File: src/rtl/core_run_ctrl.sv
// Program-load and run sequencer: assembles instruction words from a byte stream,
// holds the core in reset while loading, and gates its clock enable for run/halt/step.
module core_run_ctrl #(
  parameter int unsigned IMEM_AW = 5,
  parameter int unsigned CNT_W   = 16
) (
  input  logic               clk,
  input  logic               rst_n,
  input  logic               load_req,
  input  logic [7:0]         byte_in,
  input  logic               byte_vld,
  input  logic               run_req,
  input  logic               step_req,
  input  logic               halt_in,
  output logic               imem_we,
  output logic [IMEM_AW-1:0] imem_waddr,
  output logic [31:0]        imem_wdata,
  output logic               core_rst_n,
  output logic               core_ce,
  output logic [CNT_W-1:0]   cyc_cnt,
  output logic [7:0]         status
);

  localparam int unsigned WORD_W = 32;
  localparam int unsigned PART_W = 24;

  typedef enum logic [1:0] {
    ST_IDLE = 2'd0,
    ST_LOAD = 2'd1,
    ST_RUN  = 2'd2,
    ST_HALT = 2'd3
  } state_e;

  state_e state_q, state_d;

  logic [1:0]         byte_idx_q, byte_idx_d;
  logic [IMEM_AW-1:0] waddr_q, waddr_d;
  logic [PART_W-1:0]  word_q, word_d;
  logic               we_q, we_d;
  logic [WORD_W-1:0]  wdata_q, wdata_d;
  logic [IMEM_AW-1:0] wa_q, wa_d;
  logic               ce_q, ce_d;
  logic               crst_q, crst_d;
  logic [CNT_W-1:0]   cnt_q, cnt_d;
  logic               run_prev_q, step_prev_q;
  logic               run_rise, step_rise;

  assign run_rise  = run_req & ~run_prev_q;
  assign step_rise = step_req & ~step_prev_q;

  // State register
  always_ff @(posedge clk or negedge rst_n) begin
    if (!rst_n) state_q <= ST_IDLE;
    else        state_q <= state_d;
  end

  // Next state; load_req outranks halt_in, which outranks run/step requests
  always_comb begin
    state_d = state_q;
    unique case (state_q)
      ST_IDLE: begin
        if (load_req)                 state_d = ST_LOAD;
        else if (run_req && !halt_in) state_d = ST_RUN;
      end
      ST_LOAD: begin
        if (!load_req) state_d = ST_IDLE;
      end
      ST_RUN: begin
        if (load_req)                 state_d = ST_IDLE;
        else if (halt_in || !run_req) state_d = ST_HALT;
      end
      ST_HALT: begin
        if (load_req)                  state_d = ST_IDLE;
        else if (!halt_in && run_rise) state_d = ST_RUN;
      end
      default: state_d = ST_IDLE;
    endcase
  end

  // Outputs and load datapath; core controls are registered from the next state
  always_comb begin
    byte_idx_d = byte_idx_q;
    waddr_d    = waddr_q;
    word_d     = word_q;
    we_d       = 1'b0;
    wdata_d    = wdata_q;
    wa_d       = wa_q;
    cnt_d      = cnt_q;
    crst_d     = (state_d == ST_RUN) || (state_d == ST_HALT);
    ce_d       = (state_d == ST_RUN);

    if (ce_q && (cnt_q != {CNT_W{1'b1}})) cnt_d = cnt_q + CNT_W'(1);

    unique case (state_q)
      ST_IDLE: begin
        if (load_req) begin
          waddr_d    = '0;
          byte_idx_d = 2'd0;
          cnt_d      = '0;
        end
      end
      ST_LOAD: begin
        // A completing 4th byte is written even as load_req falls
        if (byte_vld && (byte_idx_q == 2'd3)) begin
          we_d       = 1'b1;
          wdata_d    = {byte_in, word_q};
          wa_d       = waddr_q;
          waddr_d    = waddr_q + IMEM_AW'(1);
          byte_idx_d = 2'd0;
        end else if (byte_vld && load_req) begin
          unique case (byte_idx_q)
            2'd0:    word_d[7:0]   = byte_in;
            2'd1:    word_d[15:8]  = byte_in;
            default: word_d[23:16] = byte_in;
          endcase
          byte_idx_d = byte_idx_q + 2'd1;
        end
        if (!load_req) byte_idx_d = 2'd0;
      end
      ST_HALT: begin
        if (!load_req && !halt_in && step_rise) ce_d = 1'b1;
      end
      default: ;
    endcase
  end

  always_ff @(posedge clk or negedge rst_n) begin
    if (!rst_n) begin
      byte_idx_q  <= 2'd0;
      waddr_q     <= '0;
      word_q      <= '0;
      we_q        <= 1'b0;
      wdata_q     <= '0;
      wa_q        <= '0;
      ce_q        <= 1'b0;
      crst_q      <= 1'b0;
      cnt_q       <= '0;
      run_prev_q  <= 1'b0;
      step_prev_q <= 1'b0;
    end else begin
      byte_idx_q  <= byte_idx_d;
      waddr_q     <= waddr_d;
      word_q      <= word_d;
      we_q        <= we_d;
      wdata_q     <= wdata_d;
      wa_q        <= wa_d;
      ce_q        <= ce_d;
      crst_q      <= crst_d;
      cnt_q       <= cnt_d;
      run_prev_q  <= run_req;
      step_prev_q <= step_req;
    end
  end

  assign imem_we    = we_q;
  assign imem_waddr = wa_q;
  assign imem_wdata = wdata_q;
  assign core_rst_n = crst_q;
  assign core_ce    = ce_q;
  assign cyc_cnt    = cnt_q;
  assign status     = {state_q, byte_idx_q, waddr_q[3:0]};

endmodule

File: config.mk
export PLATFORM = sky130hd
export DESIGN_NAME = core_run_ctrl
export DESIGN_NICKNAME = d
export VERILOG_FILES = /design/src/rtl/core_run_ctrl.sv
export SDC_FILE = /design/constraint.sdc
export NUM_CORES = 1
export LEC_CHECK = 0
export CORE_MARGIN = 1
export CORE_UTILIZATION = 50
export DETAILED_ROUTE_END_ITERATION = 12
export PLACE_DENSITY = 0.78
export SKIP_LAST_GASP = 1
export SLEW_MARGIN = 20
export SYNTH_ARGS = -nofsm -noshare
export SYNTH_HDL_FRONTEND = slang
export SYNTH_SLANG_ARGS = --single-unit
File: constraint.sdc
create_clock -name clk -period 3.38 [get_ports clk]
set_input_delay 0.676 -clock clk [delete_from_list [all_inputs] [get_ports clk]]
set_output_delay 0.676 -clock clk [all_outputs]
set_load 0.005 [all_outputs]
==> results.toml, run 1 <==
[outcome]
outcome = "completed"

[worst_setup_path]
worstSetupStartpointType = "input pin"
r2r-start = "cyc_cnt[0]"
critical-path-slowest-cell = "clkdlybuf4s50_1"
worstPathCellList = "clkdlybuf4s50_1 -> nand2_1 -> nor3_1 -> nor3b_2 -> mux2_2"
path_buf_inv = 1
path_class = "in2reg"
cp.depth = 5
worst-path-max-fanout = 8
endpoint_kind = "flop"
crit_family = "simple AND/OR/NAND/NOR gates"
r2r_cells = 5
startpoint = "load_req"
cpPeakStageDelay_ns = 0.56
required_ns = 3.64
cp_data_arrival_time_ns = 2.56

[yosys]
synth-edff-count = 0
synth_top_area_frac = 0.574
synthArstFlopShare = 1.00
yosys_warnings = 0
synthFlopType = "dfrtp_1"
synth_seq_cells = 91
synth_commonest_cells = "nand2_1, dfrtp_1, mux2_2"
netlist_instances = 389
synth_fp_nets = 409
yosysMostFrequentCell = "nand2_1"
yosys.area.top_type = "dfrtp_1"
synth_area_leaders = "dfrtp_1, nand2_1, mux2_2"
yosysSeqAreaShare = 0.574
avgSynthCellArea_um2 = 10.2
synth_cell_types = 43
synth_area_um2 = 3970

[routing]
ant_nets = 0
viasPerCell = 5.49
vias = 3119
drtIter0Drc = 165
wl_mm = 8.96
dr.pass1.iters = 5
remaining_drc_errors = 0
wl_per_cell_um = 15.8

[power_and_ir_drop]
total_power_mw = 2.27
p_int_mw = 1.67
total_leakage_power_nw = 2.38
irDropWorstVdd_v = 0.000290
power_density_nw_per_um2 = 453
p_seq_frac = 0.568
comb_power_share = 0.114
switching_power_uw = 602
pwr-share-clk = 0.318
sw_frac_of_total = 0.265

[clock_tree]
clk_path_buf_depth = 2
cts_tree = "done"
ctsHtreeMaxLevel = 3
cts_resized = 0
clkSinkCount = 91
clk_pin_slew_ns = 0.10
clk_latency_ns = 0.37
numCtsBuffers = 9
post_cts_buffers = 0
ctsHoldBuffers = 0
root_buffer = "clkbuf_8"

[timing]
hold_ws_ns = 0.352
tns_ns = 0
finalCriticalPeriod_ns = 2.30
setup_violations = 0
slew_violations = 0
relSlewSlack = 0.288
grt_setup_unrepaired = "false"
worst_pin_slew_ns = 1.06
max_freq_mhz = 435
fin_crit_sh = 0.680
hold_viol = 0
fin_skew_ns = 0.0158

[global_route]
grt_remaining_overflow = 0
grt_max_degree = 92
grt_pass1_vias = 3117
track_usage = 0.236
antenna_found_initial = 0
grt_first_pass_wirelength_mm = 15.4

[placement]
portBuffers = 78
gp_congestion = 0.866
place_inst = 552
hpwl_mm = 6.08

[cells_and_area]
utilization = 0.652
diodes = 0
fin_nets = 481
final_cells = 568
fill_cells = 634
syn_to_final_growth_pct = 26.2
drive_gt1_frac = 0.124

[die]
ios = 79
fp.dieH_um = 91.1
row_count = 32
design.core.area_um2 = 7690
die-width_um = 91.1
die_area_um2 = 8300
start_util = 0.516

[hold_path]
holdCritPathClass = "in2async"

[flow_run]
drv_cap = 0
-- state kept, by name, indices dropped and copies added, names as in the netlist --
signal / cells
imem_wdata: 32
word_q: 24
cyc_cnt: 16
imem_waddr: 5
waddr_q: 5
byte_idx_q: 2
state_q: 2
core_ce: 1
core_rst_n: 1
imem_we: 1
run_prev_q: 1
step_prev_q: 1
-- layout by cell type, fill, tap and decap left out, drive strengths merged, types with 4 or more instances in the layout --
master / instances
nor4: 6
nand4: 9
buf: 4
o21ai: 10
clkdlybuf4s50: 77
and2: 4
nor2: 5
clkbuf: 10
ha: 5
nand2: 135
or2: 9
inv: 13
nand2b: 4
or3: 4
mux2: 25
a21oi: 10
mux2i: 10
dfrtp: 91
nand3: 7
-- routing by layer --
metal | vias up | GRT usage | share of wire | wire (µm)
met2 | 116 | 0.370 | 0.48 | 4310
met1 | 1537 | 0.322 | 0.44 | 3960
met4 | 0 | 0.0807 | 0.012 | 111
li1 | 1453 | - | - | -
met5 | - | 0 | 0 | 0
met3 | 13 | 0.0595 | 0.065 | 580
-- final cells by class --
cell class / count / area (µm²) / share of cell area
Sequential cell: 91 / 2280 / 0.455
Multi-Input combinational cell: 269 / 1560 / 0.312
Timing Repair Buffer: 81 / 817 / 0.163
Clock buffer: 10 / 138 / 0.0275
Tap cell: 102 / 128 / 0.0255
Clock inverter: 6 / 53.8 / 0.0107
Inverter: 9 / 33.8 / 0.00674
-- logic make-up (layout without fill, tap and decap cells) --
logic type | after synthesis | count (layout) | synth area share
buffers and inverters | 29 | 106 | 0.0331
AND/OR/NAND/NOR | 194 | 194 | 0.225
flip-flops | 91 | 91 | 0.574
adder cells (fa/ha/maj) | 5 | 5 | 0.0158
AO/OA/AOI/OAI | 34 | 34 | 0.0539
XOR/XNOR | 1 | 1 | 0.00221
multiplexers | 35 | 35 | 0.0961
-- power groups by stage --
| stage | sequential [mW] | combinational (mW) | clock [mW] |
|---|---|---|---|
| 5_1_grt | 1.31 | 0.286 | 0.782 |
| 4_1_cts | 1.29 | 0.263 | 0.733 |
| 6_report | 1.29 | 0.260 | 0.722 |
| 3_3_place_gp | 1.31 | 0.250 | 0 |
| 2_1_floorplan | 1.29 | 0.147 | 0 |
| 3_5_place_dp | 1.31 | 0.263 | 0 |
-- per-stage QoR --
stage	setup WS [ns]	area, µm²
2_1_floorplan	1.50	3970
3_3_place_gp	0.780	4810
3_5_place_dp	0.677	4810
4_1_cts	1.06	5000
5_1_grt	0.909	5010
6_report	1.08	5010
-- worst paths after layout --
check	endpoint	slack, ns
setup / recovery	word_q[19]	1.08
hold / removal	imem_wdata[18]	0.35
setup reg to reg	cyc_cnt[5]	1.13
hold reg to reg	imem_wdata[12]	0.48
max in group asynchronous	imem_waddr[0]	2.46
min in group clk	imem_wdata[12]	0.48
No activity file was read; power rests on OpenSTA's default activity.
==> run 2, diff against run 1 <==
clock period = 2.2 ns   (was 3.38 ns; I/O delays follow)
==> results.toml, run 2 (synthesized netlist as in run 1, its figures left out) <==
[clock_tree]
ctsHoldBuffers = 0
root_buffer = "clkbuf_8"
ctsHtreeMaxLevel = 3
post_cts_buffers = 0
clk_pin_slew_ns = 0.09
clk_path_buf_depth = 2
clk_latency_ns = 0.36
numCtsBuffers = 9
cts_resized = 0
clkSinkCount = 91
cts_tree = "done"

[worst_setup_path]
required_ns = 2.45
endpoint_kind = "flop"
worstPathCellList = "clkdlybuf4s50_1 -> nand2_1 -> nor3_1 -> and2_1 -> mux2_2"
startpoint = "load_req"
path_class = "in2reg"
cp.depth = 5
crit_family = "simple AND/OR/NAND/NOR gates"
path_buf_inv = 1
r2r-start = "byte_idx_q[0]"
critical-path-slowest-cell = "clkdlybuf4s50_1"
worstSetupStartpointType = "input pin"
r2r_cells = 4
cp_data_arrival_time_ns = 2.18
cpPeakStageDelay_ns = 0.55
worst-path-max-fanout = 8

[die]
die-width_um = 91.1
design.core.area_um2 = 7690
fp.dieH_um = 91.1
die_area_um2 = 8300
start_util = 0.516
ios = 79
row_count = 32

[timing]
worst_pin_slew_ns = 0.467
slew_violations = 0
grt_setup_unrepaired = "false"
finalCriticalPeriod_ns = 1.93
worst_slack_ns = 0.272
relSlewSlack = 0.686
setup_violations = 0
hold_viol = 0
fin_crit_sh = 0.877
fin_skew_ns = 0.00547
max_freq_mhz = 519

[cells_and_area]
syn_to_final_growth_pct = 29.9
utilization = 0.671
diodes = 0
fin_nets = 492
final_common_cell = "nand2_1"
layout_common_cells = "nand2_1, dfrtp_1, clkdlybuf4s50_1"
drive_gt1_frac = 0.145
largest_reg_flops = 32
finalInstanceArea_um2 = 5160

[global_route]
antenna_found_initial = 0
track_usage = 0.229
grt_first_pass_wirelength_mm = 14.9
grt_remaining_overflow = 0
grt_max_degree = 92
grt_pass1_vias = 3100

[placement]
pre_cts_ws_ns = -0.116
portBuffers = 78
hpwl_mm = 6.13
gp_congestion = 0.853
post_dp_cell_area_um2 = 4910

[routing]
vias = 3143
wl_mm = 8.99
ant_nets = 0
remaining_drc_errors = 0
viasPerCell = 5.43
wl_per_cell_um = 15.5
drtIter0Drc = 121
dr.pass1.iters = 5

[outcome]
outcome = "completed"

[power_and_ir_drop]
total_leakage_power_nw = 2.46
power_density_nw_per_um2 = 736
irDropWorstVdd_v = 0.000374

[hold_path]
holdCritPathClass = "in2async"

[flow_run]
drv_cap = 0
==> run 2: cell count changes in the layout (fill, tap and decap cells not counted), sizes merged <==
cell,delta
buf,+11
clkinvlp,+1
inv,-3
clkbuf,-1
bufinv,+3
==> run 2: where the power goes <==
group | internal, mW | leakage, nW | total (mW) | switching (mW)
combinational | 0.254 | 1.12 | 0.429 | 0.175
clock | 0.764 | 0.118 | 1.38 | 0.621
sequential | 1.86 | 1.23 | 1.98 | 0.118
==> run 2: area by class of cell <==
type / instances / area [µm²]
clock buffer: 9 / 124
clock inverter: 7 / 125
fill: 626 / 2530
inverter: 9 / 33.8
multi-input combinational: 269 / 1560
sequential: 91 / 2280
tap: 102 / 128
timing repair buffer: 92 / 908
==> run 2: per-layer routing <==
metal  GRT usage  part of all wire  routed length [µm]
met3      0.0352             0.054                 487
met5           0                 0                   0
met1       0.309              0.44                3990
met4      0.0952             0.020                 184
met2       0.373              0.48                4330
==> run 2: path summary, 6_finish.rpt <==
check,slack [ns],end
worst max-delay path,0.27,word_q[15]
worst min-delay path,0.10,core_rst_n
worst max register to register,0.27,word_q[15]
worst min register to register,0.48,imem_wdata[0]
max in group asynchronous,1.75,imem_waddr[2]
min in group clk,0.48,imem_wdata[0]
==> run 2: worst reg2reg max path, delay by kind of cell (launching register included) <==
kind | cells | cell delay (ns)
and+or+nand+nor | 2 | 0.72
DFF | 1 | 0.44
muxes | 1 | 0.39
adders and majority gates | 1 | 0.27
==> run 2: through the flow <==
step / TNS, ns / power, mW / std cells / hold WS [ns]
floorplan: 0 / 2.20 / 389 / 0.144
global placement: 0 / 2.41 / 563 / 0.446
detailed placement: -1.49 / 2.44 / 563 / 0.461
CTS: 0 / 3.82 / 579 / 0.130
global route: 0 / 3.94 / 579 / 0.142
finish: 0 / 3.79 / 579 / 0.102
